<file path="src/rtl/hamming_nibble_packer.sv">
// hamming_nibble_packer
//   Corrects single-bit errors in incoming Hamming(7,4) codewords and packs
//   the corrected nibbles in pairs (first nibble low) into bytes held in a
//   registered valid/ready output stage. A flush emits a trailing half-byte.
//   Optional statistics counters are enabled with HAMMING_PACK_STATS_EN.
module hamming_nibble_packer #(
    parameter int CNT_W = 8
) (
    input  logic             clk,
    input  logic             rst,
    input  logic [6:0]       in_code,
    input  logic             in_valid,
    output logic             in_ready,
    input  logic             flush,
    output logic [7:0]       out_byte,
    output logic             out_valid,
    input  logic             out_ready,
    output logic             out_corr,
    output logic             out_partial
`ifdef HAMMING_PACK_STATS_EN
    ,
    output logic [CNT_W-1:0] corr_cnt,
    output logic [CNT_W-1:0] word_cnt
`endif
);

    typedef logic [CNT_W-1:0] cnt_t;

    localparam logic [0:0] EMPTY = 1'b0;
    localparam logic [0:0] HALF  = 1'b1;

    logic [0:0] state;
    logic [3:0] low_nib;
    logic       low_corr;

    logic [2:0] syn;
    logic [6:0] flip;
    logic [6:0] fixed;
    logic [3:0] nib;
    logic       corr;
    logic       out_free;
    logic       in_xfer;

    // Syndrome decode and single-bit correction of the incoming codeword
    always_comb begin
        syn[0] = in_code[0] ^ in_code[2] ^ in_code[4] ^ in_code[6];
        syn[1] = in_code[1] ^ in_code[2] ^ in_code[5] ^ in_code[6];
        syn[2] = in_code[3] ^ in_code[4] ^ in_code[5] ^ in_code[6];
        flip   = '0;
        if (syn != 3'd0) begin
            flip[syn - 3'd1] = 1'b1;
        end
        fixed = in_code ^ flip;
        nib   = {fixed[6], fixed[5], fixed[4], fixed[2]};
        corr  = (syn != 3'd0);
    end

    // Handshake qualifiers; in_ready never depends on in_code
    always_comb begin
        out_free = !out_valid || out_ready;
        in_ready = rst || (state == EMPTY) || out_free;
        in_xfer  = in_valid && in_ready;
    end

    // Pairing FSM and registered output stage
    always_ff @(posedge clk) begin
        if (rst) begin
            state       <= EMPTY;
            low_nib     <= '0;
            low_corr    <= 1'b0;
            out_byte    <= '0;
            out_valid   <= 1'b0;
            out_corr    <= 1'b0;
            out_partial <= 1'b0;
        end else begin
            if (out_valid && out_ready) begin
                out_valid <= 1'b0;
            end
            case (state)
                EMPTY: begin
                    if (in_xfer) begin
                        low_nib  <= nib;
                        low_corr <= corr;
                        state    <= HALF;
                    end
                end
                HALF: begin
                    // in_xfer in HALF already implies the output stage is free
                    if (in_xfer) begin
                        out_byte    <= {nib, low_nib};
                        out_corr    <= low_corr | corr;
                        out_partial <= 1'b0;
                        out_valid   <= 1'b1;
                        state       <= EMPTY;
                    end else if (flush && out_free) begin
                        out_byte    <= {4'h0, low_nib};
                        out_corr    <= low_corr;
                        out_partial <= 1'b1;
                        out_valid   <= 1'b1;
                        state       <= EMPTY;
                    end
                end
                default: state <= EMPTY;
            endcase
        end
    end

`ifdef HAMMING_PACK_STATS_EN
    localparam cnt_t CNT_MAX = '1;

    // Saturating counters of accepted and corrected codewords
    always_ff @(posedge clk) begin
        if (rst) begin
            corr_cnt <= '0;
            word_cnt <= '0;
        end else if (in_xfer) begin
            if (word_cnt != CNT_MAX) begin
                word_cnt <= word_cnt + cnt_t'(1);
            end
            if (corr && (corr_cnt != CNT_MAX)) begin
                corr_cnt <= corr_cnt + cnt_t'(1);
            end
        end
    end
`endif

endmodule

</file>
<file path="config.mk">
export PLATFORM = sky130hd
export DESIGN_NAME = hamming_nibble_packer
export DESIGN_NICKNAME = d
export VERILOG_FILES = /design/src/rtl/hamming_nibble_packer.sv
export SDC_FILE = /design/constraint.sdc
export NUM_CORES = 1
export LEC_CHECK = 0
export CAP_MARGIN = 40
export CORE_UTILIZATION = 36
export CTS_BUF_LIST = sky130_fd_sc_hd__clkbuf_8
export DETAILED_ROUTE_END_ITERATION = 10
export GPL_TIMING_DRIVEN = 1
export PLACE_DENSITY = 0.73
export RECOVER_POWER = 25
export SYNTH_ARGS = -nofsm -noshare
export SYNTH_HDL_FRONTEND = slang
export SYNTH_SLANG_ARGS = --single-unit
</file>
<file path="constraint.sdc">
create_clock -name clk -period 4.4 [get_ports clk]
set_input_delay 0.44 -clock clk [delete_from_list [all_inputs] [get_ports clk]]
set_output_delay 0.44 -clock clk [all_outputs]
set_load 0.005 [all_outputs]
</file>
## After elaboration in Yosys (flattened, before gate mapping)

Cells that the tools add are included.

- Add/subtract/negate cells: 1
- Magnitude comparators: 2
- Mux-type cells: 17
- Bitwise logic cells: 12
- Reductions and logical operators: 12

Operators with widths:

| cell | number |
|---|---|
| 2-to-1 mux 8 bit | 2 |
| 2-to-1 mux 1 bit | 12 |
| bitwise XOR 1 bit | 9 |
| 2-to-1 mux 7 bit | 1 |
| bitwise XOR 7 bit | 1 |
| logical AND 1 bit | 4 |
| less-than comparator 3 x 4 -> 1 bit, second input constant | 1 |
| AND reduction 2 bit | 2 |
| demux 1 bit (select 3 bit) | 1 |
| greater-or-equal comparator 3 x 1 -> 1 bit, second input constant | 1 |
| logical OR 1 bit | 3 |
| nonzero test 3 bit | 1 |
| subtractor 3 x 1 -> 3 bit, second input constant | 1 |
| one-hot mux 1 bit (2 select lines) | 1 |
| nonzero test 2 bit | 1 |
| logical NOT 1 bit | 1 |
| NOT 1 bit | 1 |
| OR 1 bit | 1 |

- Bits in registers: 17
- Input port bits: 12
- Word-level logic and storage cells: 51

## Logic depth before layout (Yosys ltp)

Gate-level depths: netlist (run 1).

- Depth in word-level cells: 11
- Depth in mapped cells: 11

## Least setup slack after synthesis (run 1)

No wires, ideal clock.

- Path type: input-to-reg
- Start point: in in_code[4]
- End point: reg low_nib[1]
- Library setup time: 74 ps
- Arrival time: 2,577 ps
- Slack: 1,749 ps
- Cell stages on the path: 10
- Path buffers: 2
- Cells stage by stage: buf_2 > xor2_2 > xnor2_2 > inv_2 > ha_1 > ha_1 > or3b_2 > clkbuf_1 > or3_1 > a31oi_1

- Cells in the longest elaborated chain, start to end: 10

Ends and longest elaborated chain:

| element | RTL line | source |
|---|---|---|
| start, declared | 11 | `input logic [6:0] in_code,` |
| bitwise XOR 1 bit (3 in series) | 48 | `syn[2] = in_code[3] ^ in_code[4] ^ in_code[5] ^ in_code[6];` |
| subtractor 3 x 1 -> 3 bit | 51 | `flip[syn - 3'd1] = 1'b1;` |
| less-than comparator 3 x 4 -> 1 bit (implied by the code) or greater-or-equal comparator 3 x 1 -> 1 bit (tied branches) | 51 |  |
| logical AND 1 bit (implied by the code) | 51 |  |
| 2-to-1 mux 1 bit (implied by the code) | 51 |  |
| demux 1 bit (select 3 bit) | 51 |  |
| 2-to-1 mux 7 bit | 50 | `if (syn != 3'd0) begin` |
| bitwise XOR 7 bit (*) | 53 | `fixed = in_code ^ flip;` |
| end signal, assigned | 82 | `low_nib <= nib;` |
| end, declared | 33 | `logic [3:0] low_nib;` |

Every way passes the cells marked *; elsewhere a longest branch is shown, timed or not.
A chain may end at the register's enable or synchronous reset.

## Final worst setup path (run 1)

Ends and elaborated chain as after synthesis.

==> impl_results.md, run 1 <==
- Status: finished clean
- Worst Path Max Fanout: 8
- Hold Path Class: reg2reg
- Final Slew Violations: 0
- GR Util met1: 0.188
- GPL Wtd Cong: 0.818
- Critical path type: in2reg
- Setup Buffers After CTS: 0
- Setup TNS: 0 ns
- Max-Cap Viols: 0
- # nets final: 144
- Via-to-Cell Ratio: 5.08
- # setup viols final: 0
- Worst-path clk slew: 0.07 ns
- I/O Buffers: 23
- FF+latch count, synth: 17
- Met2 Track Usage GR: 0.246
- Seq/Total Area, Yosys: 0.377
- Wire per inst: 12.1 um
- Initial core utilization: 0.393
- Met3 usage: 0.0263
- Final period util: 0.664
- Ys async rst share: 0
- Area of the multi-input gates: 524 sq um
- Cts hold-fix bufs: 0
- GR peak layer: met2
- DP Wirelength: 1470 um
- Data required time at the worst endpoint: 4.59 ns
- Fill cells: 229
- Top post-synthesis cells by area: dfxtp_1, xnor2_1, nand2_1
- Leak: 0.445 nW
- Clock power share: 0.289
- Layout Area Growth over Synthesis: 32.3%
- Core footprint: 2300 sq um
- Avg Cell Area, Syn: 8.44 sq um
- EDFF count, synth: 0
- Synth warn: 0
- Gr usage total: 0.159
- Post-synth top area cell: dfxtp_1
- Post-synth top area share: 0.377
- Worst setup margin: 1.48 ns
- Drt first pass iters: 4
- H-tree level count: 1
- Worst R2R Path Depth: 4
- Relative slew slack: 0.613
- Post-cts gate resize count: 0
- WL final: 1890 um
- Grt total ovfl: 0
- Max frequency: 0.342 GHz
- Fin. Hold Viols: 0
- Largest net degree at the start of global routing: 14
- Clock latency on the worst-skew pair: 0.26 ns
- Ant diodes: 0
- CTS Buf Count: 3
- Post-place setup slack: 1.20 ns
- Synthesized area: 903 sq um
- Register Area: 340 sq um
- Post-Syn Nets: 121
- Pwr Density: 344 nW/um^2
- Initial antenna violation count: 0
- Chip height: 52.1 um
- Crit path DAT: 3.11 ns
- Worst-case clock buffer depth: 2
- First-pass GRT wire length: 3070 um
- Synthesized instance count: 107
- RSZ-0062 raised after global routing: no
- Share of post-route cells with drive strength above 1: 0.0698
- Gate power share: 0.288
- Main flop type after synthesis: dfxtp_1
- Synth cell types: 30
- Iter 0 DRT Violations: 12
- Seq pwr share: 0.423
- Vias in the first global route: 728
- Net Sw Frac: 0.299
- Psw: 123 uW
- Die area: 2710 sq um
- Via Count: 798
- Final min period: 2.92 ns
- CTS tree: built
- Drt drc: 0
- ANT nets after route: 0
- Min-Delay Path Depth: 2
- Least-Margin Pin Slew: 0.580 ns
- IO Pins: 24
- Max Clock Skew: 0.00229 ns
- CTS Sinks: 17
- # rows: 17
- CP endpoint kind: register
- Internal: 288 uW
- Worst setup SP type: input port
- DIE WIDTH: 52.1 um
- Worst IR Drop VDD: 152 uV
- Clock root cell: clkbuf_8
[cell usage after synthesis, types with 2 or more instances]
cell and instances:
clkbuf_1 4, a21oi_1 8, a31oi_1 4, nand3_1 2, nor3b_1 3, xnor2_1 9, inv_1 3, nor2_1 6
nor2b_1 3, ha_1 2, a32oi_1 2, nand2_1 13, o21ai_0 9, mux2i_1 3, dfxtp_1 17, nor3_1 4
or3_1 2
[path summary, 6_finish.rpt]
| check | from | endpoint | slack (ns) |
|---|---|---|---|
| worst max-delay path | in_code[4] | low_nib[1] | 1.48 |
| worst min-delay path | out_byte[3] | out_byte[3] | 0.45 |
| worst max register to register | out_valid | out_byte[2] | 2.90 |
| worst min register to register | out_byte[3] | out_byte[3] | 0.45 |
[area by class of cell]
class / count / share of cell area
multi-input cells: 80 / 0.439
flip-flops and latches: 17 / 0.285
repair buffers: 23 / 0.193
clock buffers: 3 / 0.0346
well taps: 28 / 0.0293
inverters: 5 / 0.0157
clock inverters: 1 / 0.00419
[routing by layer]
metal / vias up / share of wire
met2: 22 / 0.46
met1: 349 / 0.47
met3: 5 / 0.041
li1: 422 / -
met5: - / 0
met4: 0 / 0.033
[power groups by stage]
stage          clock [mW]  combinational (mW)  sequential (mW)
6_report            0.119               0.118            0.174
5_1_grt             0.124               0.132            0.175
4_1_cts             0.121               0.121            0.174
3_5_place_dp            0               0.120            0.177
3_3_place_gp            0               0.116            0.177
2_1_floorplan           0              0.0819            0.177
[cells in the final DEF, fill, tap and decap left out, types with 4 or more instances in the layout]
master           Yosys  routed
xnor2_1              9       9
dlygate4sd3_1        0       7
nand2_1             13      13
nor2_1               6       6
nor3_1               4       4
dfxtp_1             17      17
a21oi_1              8       8
o21ai_0              9       9
a31oi_1              4       4
clkdlybuf4s50_1      0      16
[critical path, cell delays in order]
cell and delay (ns):
clkdlybuf4s50_1 0.56, xor2_2 0.22, xnor2_2 0.29, inv_2 0.08
ha_1 0.20, ha_1 0.30, or3b_2 0.53, or3_1 0.33
a31oi_1 0.15
[logic make-up after synthesis]
logic type	synth area share
buf+inv	0.0429
xor+xnor	0.123
mux	0.0332
simple gates	0.198
compound gates	0.198
fa+ha+maj	0.0277
flops	0.377
[state kept, by name (all words and copies together), names as in the netlist]
signal	count
low_nib	4
state	1
out_corr	1
out_byte	8
out_partial	1
low_corr	1
out_valid	1
[through the flow]
step | area (sq um) | util | total power, mW | hold slack, ns | instances
floorplan | 903 | - | 0.258 | 0.429 | 107
global placement | 1150 | 0.500 | 0.293 | 0.444 | 153
detailed placement | 1150 | 0.500 | 0.297 | 0.450 | 153
CTS | 1190 | 0.520 | 0.415 | 0.460 | 157
global route | 1190 | 0.520 | 0.431 | 0.470 | 157
finish | 1190 | 0.520 | 0.411 | 0.452 | 157
No activity file was read; power rests on OpenSTA's default activity.
==> run 2, diff against run 1 <==
==> constraint.sdc (replaced) <==
create_clock -name clk -period 3 [get_ports clk]
set_input_delay 0.3 -clock clk [delete_from_list [all_inputs] [get_ports clk]]
set_output_delay 0.3 -clock clk [all_outputs]
set_load 0.005 [all_outputs]
==> impl_results.md, run 2 (same netlist as run 1, synthesis figures left out) <==
- Data required time at the worst endpoint: 3.18 ns
- GPL Wtd Cong: 0.733
- Max FFs per register: 8
- Total power: 607 uW
- Biggest register: out_byte
- Register Area: 340 sq um
- Pwr Density: 499 nW/um^2
- Min-Delay Path Depth: 2
- I/O Buffers: 23
- Status: finished clean
- Iter 0 DRT Violations: 23
- Max frequency: 0.381 GHz
- Most frequent cells in the layout: dfxtp_1, clkdlybuf4s50_1, nand2_1
- Fin. Hold Viols: 0
- WL final: 1900 um
- CTS Buf Count: 3
- Worst-path clk slew: 0.07 ns
- Cts hold-fix bufs: 0
- Fill cells: 215
- Worst-case clock buffer depth: 2
- Layout Area Growth over Synthesis: 34.8%
- DIE WIDTH: 52.1 um
- Share of post-route cells with drive strength above 1: 0.0909
- Via Count: 841
- Least-Margin Pin Slew: 0.557 ns
- FF-to-FF setup slack: 1.52 ns
- H-tree level count: 1
- Worst IR Drop VDD: 292 uV
- Leak: 0.459 nW
- ANT nets after route: 0
- Max-Cap Viols: 0
- Largest regs: out_byte: 8 flops, low_nib: 4 flops
- Final Slew Violations: 0
- Setup Buffers After CTS: 0
- Ant diodes: 0
- First-pass GRT wire length: 3020 um
- Die area: 2710 sq um
- Grt total ovfl: 0
- # setup viols final: 0
- Initial core utilization: 0.393
- CTS tree: built
- Area of the multi-input gates: 524 sq um
- Relative slew slack: 0.628
- # rows: 17
- Gr usage total: 0.154
- # nets final: 147
- DP Wirelength: 1500 um
- Hold Worst Slack: 0.450 ns
- RSZ-0062 raised after global routing: no
- Clock latency on the worst-skew pair: 0.26 ns
- Max Clock Skew: 0.00690 ns
- Setup TNS: 0 ns
- Worst R2R Path Depth: 4
- Via-to-Cell Ratio: 5.26
- Wire per inst: 11.8 um
- Worst setup SP type: input port
- Hold Path Class: reg2reg
- Drt first pass iters: 4
- Clock root cell: clkbuf_8
- Critical path type: in2reg
- Drt drc: 0
- Worst Path Max Fanout: 8
- Core footprint: 2300 sq um
- Final min period: 2.63 ns
- Final period util: 0.875
- Largest net degree at the start of global routing: 13
- Chip height: 52.1 um
- IO Pins: 24
- Vias in the first global route: 716
- Crit path DAT: 2.81 ns
- Post-cts gate resize count: 0
- CTS Sinks: 17
- Initial antenna violation count: 0
- CP endpoint kind: register
- Layout Utilization: 0.530
- Leading cell type in the layout, fill and taps excluded: dfxtp_1
run 2: changes by cell type in the layout (fill, tap and decap cells not counted):
| cell | delta |
|---|---|
| buf_4 | +3 |
run 2: metal layers:
| metal | part of all wire | global-route usage | up-vias |
|---|---|---|---|
| met1 | 0.44 | 0.186 | 374 |
| met2 | 0.47 | 0.250 | 32 |
| li1 | - | - | 430 |
| met3 | 0.063 | 0.0380 | 5 |
| met4 | 0.025 | 0.0811 | 0 |
| met5 | 0 | 0 | - |
run 2: worst paths after layout:
kind / from / endpoint
worst max-delay path: in_code[6] / low_nib[2]
worst min-delay path: low_nib[2] / out_byte[2]
worst max register to register: out_valid / out_byte[1]
worst min register to register: low_nib[2] / out_byte[2]
run 2: worst max-delay path: stages:
cell	delay [ns]
clkdlybuf4s50_1	0.59
xor2_2	0.21
xnor2_2	0.15
inv_2	0.07
ha_1	0.19
ha_1	0.29
or3b_2	0.53
or3_1	0.32
a31oi_1	0.15
run 2: report_power, final:
| part | switching [mW] | internal [mW] |
|---|---|---|
| Combinational | 0.0911 | 0.0904 |
| Sequential | 0.00990 | 0.244 |
| Clock | 0.0788 | 0.0923 |
| Total | 0.180 | 0.427 |
run 2: per-stage QoR:
step / instances / area (sq um) / setup slack, ns
floorplan: 107 / 903 / 0.489
global placement: 156 / 1170 / 0.166
detailed placement: 156 / 1170 / 0.0845
CTS: 160 / 1220 / 0.353
global route: 160 / 1220 / 0.226
finish: 160 / 1220 / 0.374
run 2: area by class of cell:
type,count,share of cell area
Clock buffer,3,0.0339
Multi-Input combinational cell,80,0.431
Clock inverter,1,0.00411
Tap cell,28,0.0288
Inverter,5,0.0154
Timing Repair Buffer,26,0.208
Sequential cell,17,0.280
